File: src/rtl/debounce_bank_pkg.sv
// Shared defaults and sizing helper for the switch debouncer bank.
package debounce_pkg;
    localparam int DEFAULT_SYNC_STAGES     = 2;
    localparam int DEFAULT_DEBOUNCE_CYCLES = 2**20;

    function automatic int cnt_width(input int n);
        return $clog2(n);
    endfunction
endpackage

File: src/rtl/debounce_bank_channel.sv
// One switch channel: synchroniser, stability counter, debounced state and
// registered rise/fall pulses.
module debounce_channel
    import debounce_pkg::*;
#(
    parameter int SYNC_STAGES     = DEFAULT_SYNC_STAGES,
    parameter int DEBOUNCE_CYCLES = DEFAULT_DEBOUNCE_CYCLES,
    parameter bit RESET_LEVEL     = 1'b0
) (
    input  logic clock,
    input  logic reset_n,
    input  logic switch_i,
    output logic state_o,
    output logic rise_o,
    output logic fall_o,
    output logic pulse_d_o
);
    localparam int CW = cnt_width(DEBOUNCE_CYCLES);
    localparam logic [CW-1:0] TERM = CW'(DEBOUNCE_CYCLES - 1);

    logic [SYNC_STAGES-1:0] sync_q;
    logic [CW-1:0]          cnt_q, cnt_d;
    logic                   state_q, state_d;
    logic                   rise_q, rise_d;
    logic                   fall_q, fall_d;
    logic                   sync_last;

    assign sync_last = sync_q[SYNC_STAGES-1];

    always_comb begin
        cnt_d   = '0;
        state_d = state_q;
        rise_d  = 1'b0;
        fall_d  = 1'b0;
        // Any agreement clears progress; only an unbroken run reaches TERM.
        if (sync_last != state_q) begin
            if (cnt_q == TERM) begin
                state_d = ~state_q;
                rise_d  = ~state_q;
                fall_d  = state_q;
            end else begin
                cnt_d = cnt_q + 1'b1;
            end
        end
    end

    always_ff @(posedge clock or negedge reset_n) begin
        if (!reset_n) begin
            sync_q  <= {SYNC_STAGES{RESET_LEVEL}};
            cnt_q   <= '0;
            state_q <= RESET_LEVEL;
            rise_q  <= 1'b0;
            fall_q  <= 1'b0;
        end else begin
            sync_q  <= {sync_q[SYNC_STAGES-2:0], switch_i};
            cnt_q   <= cnt_d;
            state_q <= state_d;
            rise_q  <= rise_d;
            fall_q  <= fall_d;
        end
    end

    assign state_o   = state_q;
    assign rise_o    = rise_q;
    assign fall_o    = fall_q;
    assign pulse_d_o = rise_d | fall_d;
endmodule

File: src/rtl/debounce_bank.sv
// Bank of independent switch debouncers with output polarity control and a
// registered any-event summary aligned with the per-channel pulses.
module debounce_bank
    import debounce_pkg::*;
#(
    parameter int CHANNELS        = 4,
    parameter int SYNC_STAGES     = DEFAULT_SYNC_STAGES,
    parameter int DEBOUNCE_CYCLES = DEFAULT_DEBOUNCE_CYCLES,
    parameter bit RESET_LEVEL     = 1'b0,
    parameter bit INVERT_OUT      = 1'b1
) (
    input  logic                clock,
    input  logic                reset_n,
    input  logic [CHANNELS-1:0] switch_i,
    output logic [CHANNELS-1:0] level_o,
    output logic [CHANNELS-1:0] rise_o,
    output logic [CHANNELS-1:0] fall_o,
    output logic                event_o
);
    if (CHANNELS < 1)        begin : g_bad_channels $error("CHANNELS must be >= 1"); end
    if (SYNC_STAGES < 2)     begin : g_bad_sync     $error("SYNC_STAGES must be >= 2"); end
    if (DEBOUNCE_CYCLES < 2) begin : g_bad_cycles   $error("DEBOUNCE_CYCLES must be >= 2"); end

    logic [CHANNELS-1:0] state;
    logic [CHANNELS-1:0] pulse_d;
    logic                event_q;

    for (genvar g = 0; g < CHANNELS; g++) begin : g_ch
        debounce_channel #(
            .SYNC_STAGES     (SYNC_STAGES),
            .DEBOUNCE_CYCLES (DEBOUNCE_CYCLES),
            .RESET_LEVEL     (RESET_LEVEL)
        ) u_ch (
            .clock     (clock),
            .reset_n   (reset_n),
            .switch_i  (switch_i[g]),
            .state_o   (state[g]),
            .rise_o    (rise_o[g]),
            .fall_o    (fall_o[g]),
            .pulse_d_o (pulse_d[g])
        );
    end

    // Built from next-cycle pulses so it lands in the same cycle as rise_o/fall_o.
    always_ff @(posedge clock or negedge reset_n) begin
        if (!reset_n) event_q <= 1'b0;
        else          event_q <= |pulse_d;
    end

    assign event_o = event_q;
    assign level_o = state ^ {CHANNELS{INVERT_OUT}};
endmodule

File: config.mk
export PLATFORM = sky130hd
export DESIGN_NAME = debounce_bank
export DESIGN_NICKNAME = d
export VERILOG_FILES = /design/src/rtl/debounce_bank_pkg.sv /design/src/rtl/debounce_bank_channel.sv /design/src/rtl/debounce_bank.sv
export SDC_FILE = /design/constraint.sdc
export NUM_CORES = 1
export LEC_CHECK = 0
export CELL_PAD_IN_SITES_DETAIL_PLACEMENT = 0
export CELL_PAD_IN_SITES_GLOBAL_PLACEMENT = 1
export CORE_ASPECT_RATIO = 0.8
export CORE_MARGIN = 3
export CORE_UTILIZATION = 48
export DETAILED_ROUTE_END_ITERATION = 10
export GPL_TIMING_DRIVEN = 0
export PLACE_DENSITY = 0.83
export SETUP_SLACK_MARGIN = 0.15
export SLEW_MARGIN = 20
export SYNTH_ARGS = -nofsm -noshare
export SYNTH_HDL_FRONTEND = slang
export SYNTH_SLANG_ARGS = --single-unit
File: constraint.sdc
create_clock -name clock -period 2.55 [get_ports clock]
set_clock_uncertainty 0.1 [all_clocks]
set_input_delay 0.255 -clock clock [delete_from_list [all_inputs] [get_ports clock]]
set_output_delay 0.255 -clock clock [all_outputs]
set_load 0.1 [all_outputs]
### Word level (Yosys, flattened, before mapping)

Index checks and enable logic that the tools add are counted.

| operators by class | value |
|---|---|
| $add $sub $neg | 4 |
| muxes and demuxes | 24 |
| bitwise operators | 9 |
| equality and inequality tests | 8 |
| reduce and logical (&&, ||, !) cells | 5 |

Operator list:

| kind | number |
|---|---|
| $mux W20 | 8 |
| $add A20 B1 Y20 const B | 4 |
| $eq A20 B20 Y1 const B | 4 |
| $mux W1 | 16 |
| $reduce_and A2 Y1 | 4 |
| $ne A1 B1 Y1 | 4 |
| $not A1 Y1 | 4 |
| $not A4 Y4 | 1 |
| $or A1 B1 Y1 | 4 |
| $reduce_or A4 Y1 | 1 |

| storage, ports and cells | value |
|---|---|
| input bits | 6 |
| flip-flop bits (word level) | 101 |
| output and inout bits | 13 |

### Depth between registers and ports, before layout

Gate-level depths: netlist of the first run.

| logic depth | value |
|---|---|
| depth in word-level cells | 5 |
| mapped depth | 7 |

### Cells and area by module

From an unflattened synthesis of the first run, not the netlist that was laid out.

| unflattened totals | value |
|---|---|
| cell total of the unflattened synthesis | 442 |
| area, all modules | 4,722.0 um^2 |

By module, submodules not included:

| module | times used | cells each | area each (um^2) | seq. area each (um^2) |
|---|---|---|---|---|
| debounce_channel | 4 | 109 | 1,168.6 | 625.6 |
| debounce_bank | 1 | 6 | 47.5 | 25.0 |

### Worst setup path after synthesis of the first run

OpenSTA, ideal clock, no wires.

| path | value |
|---|---|
| kind | flip-flop to flip-flop |
| from | register g_ch[1].u_ch.cnt_q[0] |
| to | register g_ch[1].u_ch.state_q |
| stages on the path, launching flop included | 7 |
| buffers on the path | 1 |
| data arrival time | 1.819 ns |
| period minus slack after synthesis | 2.044 ns |
| path slack | 0.506 ns |
| setup time | 0.125 ns |
| data required time | 2.325 ns |
| cells stage by stage | dfrtp_1 -> ha_1 -> nand2_1 -> or3_1 -> buf_2 -> or2_2 -> mux2_4 |

| on the way | value |
|---|---|
| word-level cells in the longest chain between the ends | 2 |

RTL lines:

| what | RTL line | RTL |
|---|---|---|
| start, declared | debounce_bank_channel.sv:22 | `logic [CW-1:0] cnt_q, cnt_d;` |
| start signal, assigned | debounce_bank_channel.sv:56 | `cnt_q <= cnt_d;` |
| $eq A20 B20 Y1 | debounce_bank_channel.sv:37 | `if (cnt_q == TERM) begin` |
| $reduce_and A2 Y1 (no source line) | -- |  |
| end signal, assigned | debounce_bank_channel.sv:57 | `state_q <= state_d;` |
| end, declared | debounce_bank_channel.sv:23 | `logic state_q, state_d;` |

Every way passes these cells.
A chain may end at the register's enable or synchronous reset.

### Worst setup path after layout of the first run

| path | value |
|---|---|
| from | register g_ch[3].u_ch.state_q |
| to | output level_o[3] |

| on the way | value |
|---|---|
| word-level cells in the longest chain between the ends | 1 |

RTL lines:

| what | RTL line | RTL |
|---|---|---|
| start, declared | debounce_bank_channel.sv:23 |  |
| start signal, assigned | debounce_bank_channel.sv:57 |  |
| $not A4 Y4 (no source line) | -- |  |
| end, declared | debounce_bank.sv:15 | `output logic [CHANNELS-1:0] level_o,` |

Every way passes these cells.

==> results of run 1 <==
-- flip-flops by register name, summed over array words and instances, names as in the netlist --
register	flops
event_o	1
g_ch.u_ch.rise_o	4
g_ch.u_ch.state_o	4
g_ch.u_ch.sync_q	8
g_ch.u_ch.fall_o	4
g_ch.u_ch.cnt_q	80
-- worst reg2reg max path: stages, from the launching register on --
cell and delay (ps):
dfrtp_1 420, ha_1 290, nand2_1 150, or3_1 380
buf_2 170, or2_2 350, mux2_4 310
-- Yosys cell counts (2+ instances only) --
| cell type | count | area (µm²) |
|---|---|---|
| xnor2_1 | 35 | 307 |
| a21o_1 | 2 | 15.0 |
| nand4_1 | 14 | 87.6 |
| nand4_4 | 2 | 42.5 |
| o21ai_0 | 11 | 55.1 |
| nor2_1 | 63 | 236 |
| nor4b_1 | 2 | 17.5 |
| inv_1 | 16 | 60.1 |
| or2_2 | 4 | 25.0 |
| o31ai_1 | 7 | 52.6 |
| dfrtp_1 | 101 | 2530 |
| ha_1 | 4 | 50.1 |
| buf_2 | 3 | 15.0 |
| nor3_1 | 16 | 80.1 |
| and2_1 | 4 | 25.0 |
| nand2_1 | 25 | 93.8 |
| nand3_1 | 30 | 150 |
| or3_1 | 11 | 68.8 |
| buf_4 | 9 | 67.6 |
| a21oi_1 | 18 | 90.1 |
| and4_1 | 4 | 35.0 |
| mux2_2 | 3 | 33.8 |
| or3_2 | 2 | 15.0 |
| clkbuf_1 | 3 | 11.3 |
| nor4_1 | 9 | 56.3 |
| xor2_1 | 22 | 193 |
| nand4b_1 | 2 | 17.5 |
| or4_1 | 7 | 52.6 |
| and3_1 | 8 | 50.1 |
| nor3b_1 | 5 | 37.5 |
-- how the worst min path moves through the flow --
stage,startpoint,end
after floorplan,reset_n,event_o
after global placement,g_ch[2].u_ch.sync_q[0],g_ch[2].u_ch.sync_q[1]
after detailed placement,reset_n,g_ch[0].u_ch.cnt_q[5]
after CTS,switch_i[2],g_ch[2].u_ch.sync_q[0]
after global routing,switch_i[2],g_ch[2].u_ch.sync_q[0]
final,switch_i[2],g_ch[2].u_ch.sync_q[0]
-- area by class of cell --
cell class                 count  area (µm²)
timing repair buffer          20         226
buffer                        15        95.1
sequential                   101        2530
tap                          115         144
fill                         790        3850
multi-input combinational    327        2090
clock inverter                 4        45.0
clock buffer                  12         267
inverter                      16        60.1
-- layer usage --
metal | vias to the layer above | routed length (µm) | part of all wire (%)
met5 | - | 0 | 0
met4 | 0 | 119 | 1.3
met3 | 10 | 253 | 2.9
met2 | 37 | 4020 | 46
met1 | 1678 | 4430 | 50
li1 | 1667 | - | -
-- logic make-up after synthesis --
kind of cell / Yosys count
compound gates: 45
buf+inv: 31
simple gates: 216
flops: 101
xor+xnor: 57
fa+ha+maj: 4
mux: 5
-- cell usage in the layout, fill, tap and decap left out, types with 2 or more instances in the layout --
cell               n
dfrtp_1          101
nor2_1            63
xnor2_1           35
nand3_1           29
nand2_1           25
xor2_1            22
a21oi_1           18
inv_1             16
nand4_1           14
nor3_1            14
clkdlybuf4s50_1   14
or3_1             11
o21ai_0           10
nor4_1             9
buf_4              9
clkbuf_16          9
and3_1             8
o31ai_1            7
or4_1              7
and4_1             4
nor3b_1            4
and2_1             4
or2_2              4
ha_1               4
buf_2              3
mux2_2             3
clkbuf_8           3
clkinv_2           3
dlymetal6s2s_1     3
nand3_2            2
nand4_4            2
a21o_1             2
clkbuf_1           2
nor4b_1            2
or3_2              2
nand4b_1           2
-- report_power, final --
| group | switching [W] | internal [W] |
|---|---|---|
| Clock | 0.000570 | 0.000836 |
| Sequential | 0.0000237 | 0.00162 |
| Combinational | 0.0000701 | 0.0000368 |
-- metrics by stage --
step	instances	cell area, µm²	power, W	utilization, %	worst slack (ps)
6_report	610	5460	0.00316	58.6	230
3_3_place_gp	592	5060	0.00178	54.4	-2720
4_1_cts	610	5420	0.00321	58.3	158
3_5_place_dp	593	5090	0.00178	54.7	96.3
5_1_grt	610	5460	0.00330	58.6	142
2_1_floorplan	459	4740	0.00172	-	506
-- repair_timing --
item,in CTS,in global routing
hold endpoints to repair,39,0
resized for setup,3,10
cloned,0,0
endpoints found under the setup margin,30,34
hold buffers,1,0
==> results.json, run 1 <==
{
  "outcome": "finished clean",
  "startpoint_type": "flop",
  "synth_area_mm2": 0.00474,
  "worst_slew_pin_slew_ps": 995,
  "clock_latency_ps": 340,
  "overflow": 0,
  "hp-class": "in -> reg",
  "min_period_ps": 2320,
  "drive_gt1_share_pct": 11.7,
  "crit_type": "reg -> out",
  "synth-seq-area-share_pct": 53.4,
  "clock-sinks": 101,
  "synth_nets": 469,
  "grt_use_met3_pct": 5.06,
  "critPathLaunch": "g_ch[3].u_ch.state_o",
  "fmax_mhz": 431,
  "synth_warnings": 0,
  "rows": 31,
  "slowest_stage": "clkdlybuf4s50_1",
  "synth-adder-area-share_pct": 1.06,
  "synth_cell_types": 47,
  "synth-simple-area-share_pct": 24.7,
  "crit_required_ps": 2190,
  "syn_to_final_growth_pct": 15.2,
  "arrival_ps": 1970,
  "antenna_found_initial": 0,
  "dieHeight_um": 94.9,
  "cts_setup_buffers": 0,
  "initialDrtViolationCount": 184,
  "gr-usage-all-layers_pct": 17.9,
  "avgRoutedWirePerCell_um": 14.5,
  "avgSynthCellArea_um2": 10.3,
  "gp_congestion": 0.758,
  "fin_setup_tns_ps": 0,
  "maxSlewHeadroom_pct": 33.5,
  "regToRegSetupSlack_ps": 270,
  "grtUsageMet1_pct": 24.6,
  "synthFlopType": "dfrtp_1",
  "crit_buf_inv": 2,
  "fin_crit_sh_pct": 91.0,
  "synth_top_family_by_area": "simple AND/OR/NAND/NOR gates",
  "synthMuxAreaShare_pct": 1.24,
  "antenna_left": 0,
  "clk_pin_slew_ps": 60,
  "cp-end-kind": "output port",
  "cts_root_buf": "clkbuf_16",
  "hpwl_um": 5900,
  "rsz0062_at_grt": "yes",
  "cts_buffers": 9,
  "synth-xor-area-share_pct": 10.5,
  "cts_tree": "done",
  "synthCells": 459,
  "die_w_um": 117,
  "portBuffers": 18,
  "ios": 19,
  "use_met2_pct": 27.5,
  "endpoint": "level_o[3]",
  "crit_cells": 2,
  "start_util_pct": 50.9,
  "peakVddDrop_v": 0.000528,
  "vias_per_cell": 5.56,
  "clockBufferDepth": 2,
  "r2r-end": "g_ch[1].u_ch.state_o",
  "hold_slack_ps": 250,
  "fin_nets": 500,
  "die-area_mm2": 0.0111,
  "synth_edf_count": 0,
  "reg2reg_from": "g_ch[1].u_ch.cnt_q[0]",
  "grt_busiest_layer": "met2",
  "synth-seq-cells": 101,
  "htree_num_levels": 3,
  "cp_top_family": "buffers and inverters",
  "powerDensity_mw_per_mm2": 579,
  "leakagePower_nw": 2.22,
  "hold_viol_final": 0,
  "critical_path.max_fanout": 4,
  "setup_viol": 0,
  "worst_r2r_path_depth": 6,
  "antenna_cells": 0,
  "cap_violations": 0,
  "vias": 3392,
  "dr.pass1.iters": 4,
  "whs_path_depth": 1,
  "grt_start_max_net_pins": 63,
  "synthArstFlopShare_pct": 100,
  "wl_um": 8830,
  "drc_errors": 0,
  "crit_path_cell_trace": "inv_1, clkdlybuf4s50_1",
  "cpPeakStageDelay_ps": 1130,
  "synth-compound-area-share_pct": 5.84,
  "core-area_mm2": 0.00931,
  "grt_pass1_wl_um": 15600,
  "drv_slew": 0,
  "grt_pass1_vias": 3337
}
Power figures use the tool's default switching activity.
==> run 2, diff against run 1 <==
Settings changed: CORE_MARGIN 3 to 1.5.
==> run 2 against run 1 <==
Against the previous run:
- count of clock-buffer cells in the layout down 2
- sequential power about the same
- clock power increased by 12%
- flip-flop and latch count is the same
- worst setup slack better by 8.3 ps
- register-to-register slack got worse by 30 ps
- global-route usage grew 0.69 points
- critical path depth up 4
- maximum frequency rose by 0.36%
- sequential share of layout area decreased by 0.32 points
- total power grew 5.4%
- critical endpoint is now g_ch[1].u_ch.fall_o
- largest cell class unchanged
==> results.json, run 2 (synthesis gave the netlist of run 1 again) <==
{
  "vias": 3387,
  "dr.pass1.iters": 4,
  "die_w_um": 114,
  "start_util_pct": 49.3,
  "drive_gt1_share_pct": 11.5,
  "grt_pass1_vias": 3259,
  "crit_buf_inv": 1,
  "r2r-end": "g_ch[1].u_ch.fall_o",
  "maxSlewHeadroom_pct": 35.0,
  "cts_root_buf": "clkbuf_16",
  "slowest_stage": "dfrtp_1",
  "top_regs": "g_ch.u_ch.cnt_q x80, g_ch.u_ch.sync_q x8",
  "final_area_mm2": 0.00550,
  "rsz0062_at_grt": "no",
  "arrival_ps": 2410,
  "antenna_cells": 0,
  "top_register": "g_ch.u_ch.cnt_q",
  "ios": 19,
  "cap_violations": 0,
  "hp-class": "in -> async",
  "clock-sinks": 101,
  "antenna_found_initial": 0,
  "fmax_mhz": 433,
  "worst_r2r_path_depth": 6,
  "syn_to_final_growth_pct": 16.0,
  "cp-end-kind": "flop",
  "fin_crit_sh_pct": 90.7,
  "fin_nets": 500,
  "overflow": 0,
  "regToRegSetupSlack_ps": 240,
  "htree_num_levels": 3,
  "clock_latency_ps": 340,
  "die-area_mm2": 0.0105,
  "critical_path.max_fanout": 6,
  "antenna_left": 0,
  "timing.final.ws_setup_ps": 238,
  "setup_viol": 0,
  "cts_buffers": 9,
  "gr-usage-all-layers_pct": 18.6,
  "pre_cts_slack_ps": 76.1,
  "clockBufferDepth": 2,
  "worst_slew_pin_slew_ps": 972,
  "avgRoutedWirePerCell_um": 14.4,
  "vias_per_cell": 5.52,
  "initialDrtViolationCount": 155,
  "dieHeight_um": 91.9,
  "cp_top_family": "simple AND/OR/NAND/NOR gates",
  "reg2reg_from": "g_ch[1].u_ch.cnt_q[0]",
  "wl_um": 8840,
  "mostFrequentLayoutCells": "101 x dfrtp_1, 63 x nor2_1, 35 x xnor2_1",
  "grt_start_max_net_pins": 78,
  "outcome": "finished clean",
  "placed_area_mm2": 0.00509,
  "hold_viol_final": 0,
  "crit_required_ps": 2650,
  "cpPeakStageDelay_ps": 410,
  "hpwl_um": 5850,
  "powerDensity_mw_per_mm2": 606,
  "core-area_mm2": 0.00961,
  "utilization_pct": 57.2,
  "grt_pass1_wl_um": 15400,
  "drv_slew": 0,
  "drc_errors": 0,
  "peakVddDrop_v": 0.000403,
  "rows": 32,
  "crit_type": "reg -> reg",
  "leakagePower_nw": 2.23,
  "clk_pin_slew_ps": 70,
  "cts_tree": "done",
  "min_period_ps": 2310,
  "cts_setup_buffers": 0,
  "fin_total_pwr_w": 0.00333,
  "startpoint_type": "flop",
  "hold_slack_ps": 234,
  "gp_congestion": 0.771,
  "crit_path_cell_trace": "ha_1, nand2_1, or3_1, buf_2, or2_2, nor3_1",
  "layout_commonest_cell": "dfrtp_1",
  "portBuffers": 18,
  "largest_reg_flops": 80
}
run 2: changes by cell type in the layout (fill, tap and decap cells not counted):
cell        delta
clkinvlp_4     +2
clkbuf_8       -2
nor3b_2        -1
nor3b_1        +1
clkinv_2       -2
bufinv_16      +2
run 2: power by group:
part	internal (W)	switching (W)	total, W	leakage, nW
Clock	0.000984	0.000593	0.00158	0.165
Combinational	0.0000369	0.0000695	0.000106	0.682
Sequential	0.00162	0.0000236	0.00165	1.38
run 2: stage by stage:
| stage | TNS [ps] | instances |
|---|---|---|
| finish | 0 | 614 |
| global route | 0 | 614 |
| CTS | 0 | 614 |
| detailed placement | 0 | 597 |
| global placement | -273030 | 596 |
| floorplan | 0 | 459 |
run 2: worst max path at each step:
stage | cells past startpoint | slack [ps] | end | startpoint
CTS | 2 | 160 | level_o[1] | g_ch[1].u_ch.state_o
global route | 2 | 180 | level_o[3] | g_ch[3].u_ch.state_o
floorplan | 6 | 510 | g_ch[1].u_ch.state_o | g_ch[1].u_ch.cnt_q[0]
global placement | 1 | -2710 | g_ch[2].u_ch.cnt_q[5] | reset_n
finish | 6 | 240 | g_ch[1].u_ch.fall_o | g_ch[1].u_ch.cnt_q[0]
detailed placement | 7 | 80 | g_ch[3].u_ch.cnt_q[14] | g_ch[3].u_ch.cnt_q[0]
run 2: routing by layer:
layer	GRT usage (%)	routed length [µm]	vias up
li1	-	-	1670
met1	25.6	4400	1676
met2	29.6	4130	33
met3	4.36	209	8
met4	5.31	95	0
met5	0	0	-
run 2: layout make-up:
| type | count | area (µm²) |
|---|---|---|
| inverters | 16 | 60.1 |
| repair buffers | 20 | 226 |
| clock inverters | 6 | 110 |
| well taps | 119 | 149 |
| fillers | 858 | 4110 |
| multi-input cells | 327 | 2090 |
| flip-flops and latches | 101 | 2530 |
| clock buffers | 10 | 239 |
| plain buffers | 15 | 95.1 |
run 2: timing repair:
| item | in CTS | in global routing |
|---|---|---|
| endpoints found under the hold margin | 24 | 0 |
| resized for setup | 2 | 10 |
| hold buffers | 1 | 0 |
| setup endpoints to repair | 20 | 43 |
==> run 3, diff against run 2 <==
Settings changed: CORE_UTILIZATION 48 to 51, DONT_BUFFER_PORTS set to 1, SYNTH_HIERARCHICAL set to 1.
Clock period 2.55 ns to 2.4 ns, I/O delays scaled along.
==> run 3 against run 2 <==
Against the previous run:
- the flow now finishes with violations (hold timing)
- flip-flop and latch count stayed put
- clock power hardly changed
- utilization rose by 3.0 points
- total power increased by 3.8%
- routed wire length up 0.11%
- worst setup slack got worse by 32 ps
- first-iteration DRC count increased by 32%
- synthesized cell count shrank 3.7%
- critical endpoint is now g_ch[2].u_ch/state_o
- highest routed layer unchanged
==> results.json, run 3 <==
{
  "core-area_mm2": 0.00904,
  "drv_slew": 0,
  "crit_type": "reg -> reg",
  "overflow": 0,
  "setup_viol": 0,
  "wl_um": 8850,
  "fin_total_pwr_w": 0.00346,
  "avgRoutedWirePerCell_um": 15.0,
  "synth_nets": 452,
  "synth-compound-area-share_pct": 4.77,
  "vias_per_cell": 5.58,
  "rows": 31,
  "fin_crit_sh_pct": 91.4,
  "hold_viol_final": 101,
  "synthFlopType": "dfrtp_1",
  "cts_root_buf": "clkbuf_16",
  "cap_violations": 0,
  "clock-sinks": 101,
  "rsz0062_at_grt": "no",
  "hpwl_um": 5710,
  "grt_pass1_wl_um": 15200,
  "mostFrequentLayoutCells": "99 x dfrtp_1, 72 x nor2_1, 40 x xnor2_1",
  "yosysTopAreaCellShare_pct": 53.5,
  "synthMuxAreaShare_pct": 2.12,
  "cts_tree": "done",
  "top_register": "g_ch.u_ch/cnt_q",
  "fill_cells": 733,
  "startpoint_type": "flop",
  "vias": 3286,
  "fin_cells": 589,
  "gp_congestion": 0.788,
  "synth_cell_types": 30,
  "antenna_found_initial": 0,
  "synth-adder-area-share_pct": 1.06,
  "utilization_pct": 60.2,
  "layout_commonest_cell": "dfrtp_1",
  "slowest_stage": "or4_4",
  "top_regs": "g_ch.u_ch/cnt_q x80, g_ch.u_ch/sync_q x8",
  "leakagePower_nw": 2.16,
  "peakVddDrop_v": 0.000535,
  "synth_warnings": 6,
  "grt_start_max_net_pins": 102,
  "outcome": "finished, violations left",
  "worst_r2r_path_depth": 6,
  "fin_setup_tns_ps": 0,
  "drive_gt1_share_pct": 13.7,
  "synth.area.top_cells": "dfrtp_1 54%, xnor2_1 7.4%, nor2_1 5.7%",
  "die-area_mm2": 0.00985,
  "gr-usage-all-layers_pct": 19.7,
  "crit_cells": 6,
  "synth_edf_count": 0,
  "synthArstFlopShare_pct": 100,
  "violations": "hold timing",
  "multiInputGateArea_mm2": 0.00215,
  "grt_pass1_vias": 3067,
  "avgSynthCellArea_um2": 10.7,
  "initialDrtViolationCount": 204,
  "arrival_ps": 2320,
  "fin_nets": 480,
  "largest_reg_flops": 80,
  "seqCellArea_mm2": 0.00253,
  "synth_commonest_cells": "101 x dfrtp_1, 72 x nor2_1, 40 x xnor2_1",
  "portBuffers": 0,
  "cpPeakStageDelay_ps": 540,
  "fmax_mhz": 456,
  "synth-xor-area-share_pct": 10.4,
  "hold_slack_ps": -505,
  "worst_slew_pin_slew_ps": 877,
  "clk_pin_slew_ps": 60,
  "synth-seq-area-share_pct": 53.5,
  "cp-end-kind": "flop",
  "synth_top_family_by_area": "simple AND/OR/NAND/NOR gates",
  "dieHeight_um": 89.1,
  "maxSlewHeadroom_pct": 41.6,
  "synth-seq-cells": 101,
  "synthCells": 442,
  "cts_buffers": 9,
  "synth-simple-area-share_pct": 25.3,
  "crit_path_cell_trace": "ha_2, nand3_2, or4_4, buf_6, or2_4, mux2_4",
  "critical_path.max_fanout": 6,
  "drc_errors": 0,
  "start_util_pct": 52.2,
  "yosysTopAreaCell": "dfrtp_1",
  "cts-hold-fix-buffers": 4,
  "die_w_um": 111,
  "htree_num_levels": 3,
  "synth_area_mm2": 0.00472,
  "hp-class": "in -> async",
  "powerDensity_mw_per_mm2": 635,
  "antenna_left": 0,
  "dp.cells": 557,
  "yosysMostFrequentCell": "dfrtp_1",
  "dr.pass1.iters": 4,
  "syn_to_final_growth_pct": 15.3,
  "cp_top_family": "simple AND/OR/NAND/NOR gates",
  "crit_buf_inv": 1,
  "antenna_cells": 0,
  "ios": 19,
  "clockBufferDepth": 2,
  "min_period_ps": 2190,
  "clock_latency_ps": 340,
  "crit_required_ps": 2530
}
-- run 3: cell count changes in the layout (fill, tap and decap cells not counted), moves of 6 or more --
| cell | change |
|---|---|
| nor3b_1 | +6 |
| clkdlybuf4s50_1 | -14 |
| a21oi_1 | -10 |
| buf_6 | +6 |
| nand2_1 | -13 |
| o31ai_1 | -7 |
| nor2_1 | +9 |
| xor2_1 | -6 |
| nand3_1 | -9 |
-- run 3: final timing paths --
check	startpoint	endpoint	slack, ps
worst max-delay path	g_ch[2].u_ch/cnt_q[0]	g_ch[2].u_ch/state_o	210
worst max register to register	g_ch[2].u_ch/cnt_q[0]	g_ch[2].u_ch/state_o	210
worst min-delay path	reset_n	g_ch[1].u_ch/cnt_q[16]	-500
min in group clock	g_ch[2].u_ch/sync_q[0]	g_ch[2].u_ch/sync_q[1]	250
worst min register to register	g_ch[2].u_ch/sync_q[0]	g_ch[2].u_ch/sync_q[1]	250
max in group asynchronous	reset_n	g_ch[3].u_ch/cnt_q[15]	2540
-- run 3: cell type report --
type	count	share of cell area [%]
Tap cell	115	2.64
Clock buffer	11	4.28
Clock inverter	4	1.79
Sequential cell	101	46.5
Inverter	16	1.10
Buffer	8	1.59
Timing Repair Buffer	17	2.53
Multi-Input combinational cell	317	39.6
-- run 3: cell families after synthesis --
family          count (synthesis)
fa+ha+maj                       4
simple gates                  213
buf+inv                        24
compound gates                 36
flops                         101
mux                             8
xor+xnor                       56
-- run 3: where the power goes --
group	switching (W)	internal, W
clock	0.000594	0.00101
sequential	0.0000272	0.00173
combinational	0.0000449	0.0000520
-- run 3: what timing repair did --
item	in CTS	in global routing
pin swaps	1	4
endpoints found under the hold margin	105	101
setup endpoints to repair	47	38
buffers inserted	3	10
resized for setup	11	10
-- run 3: metal layers --
layer | part of all wire (%) | GRT usage, % | routed length, µm | vias up
li1 | - | - | - | 1610
met2 | 45 | 29.6 | 4000 | 49
met4 | 0.41 | 5.94 | 36 | 0
met5 | 0 | 0 | 0 | -
met3 | 2.8 | 5.22 | 249 | 2
met1 | 52 | 28.3 | 4560 | 1625
-- run 3: metrics by stage --
step	cell area (µm²)	setup WS (ps)	hold slack, ps
3_3_place_gp	4870	39.1	-153
2_1_floorplan	4720	287	-156
6_report	5440	206	-505
5_1_grt	5440	149	-528
4_1_cts	5320	153	-523
3_5_place_dp	4870	25.7	-153
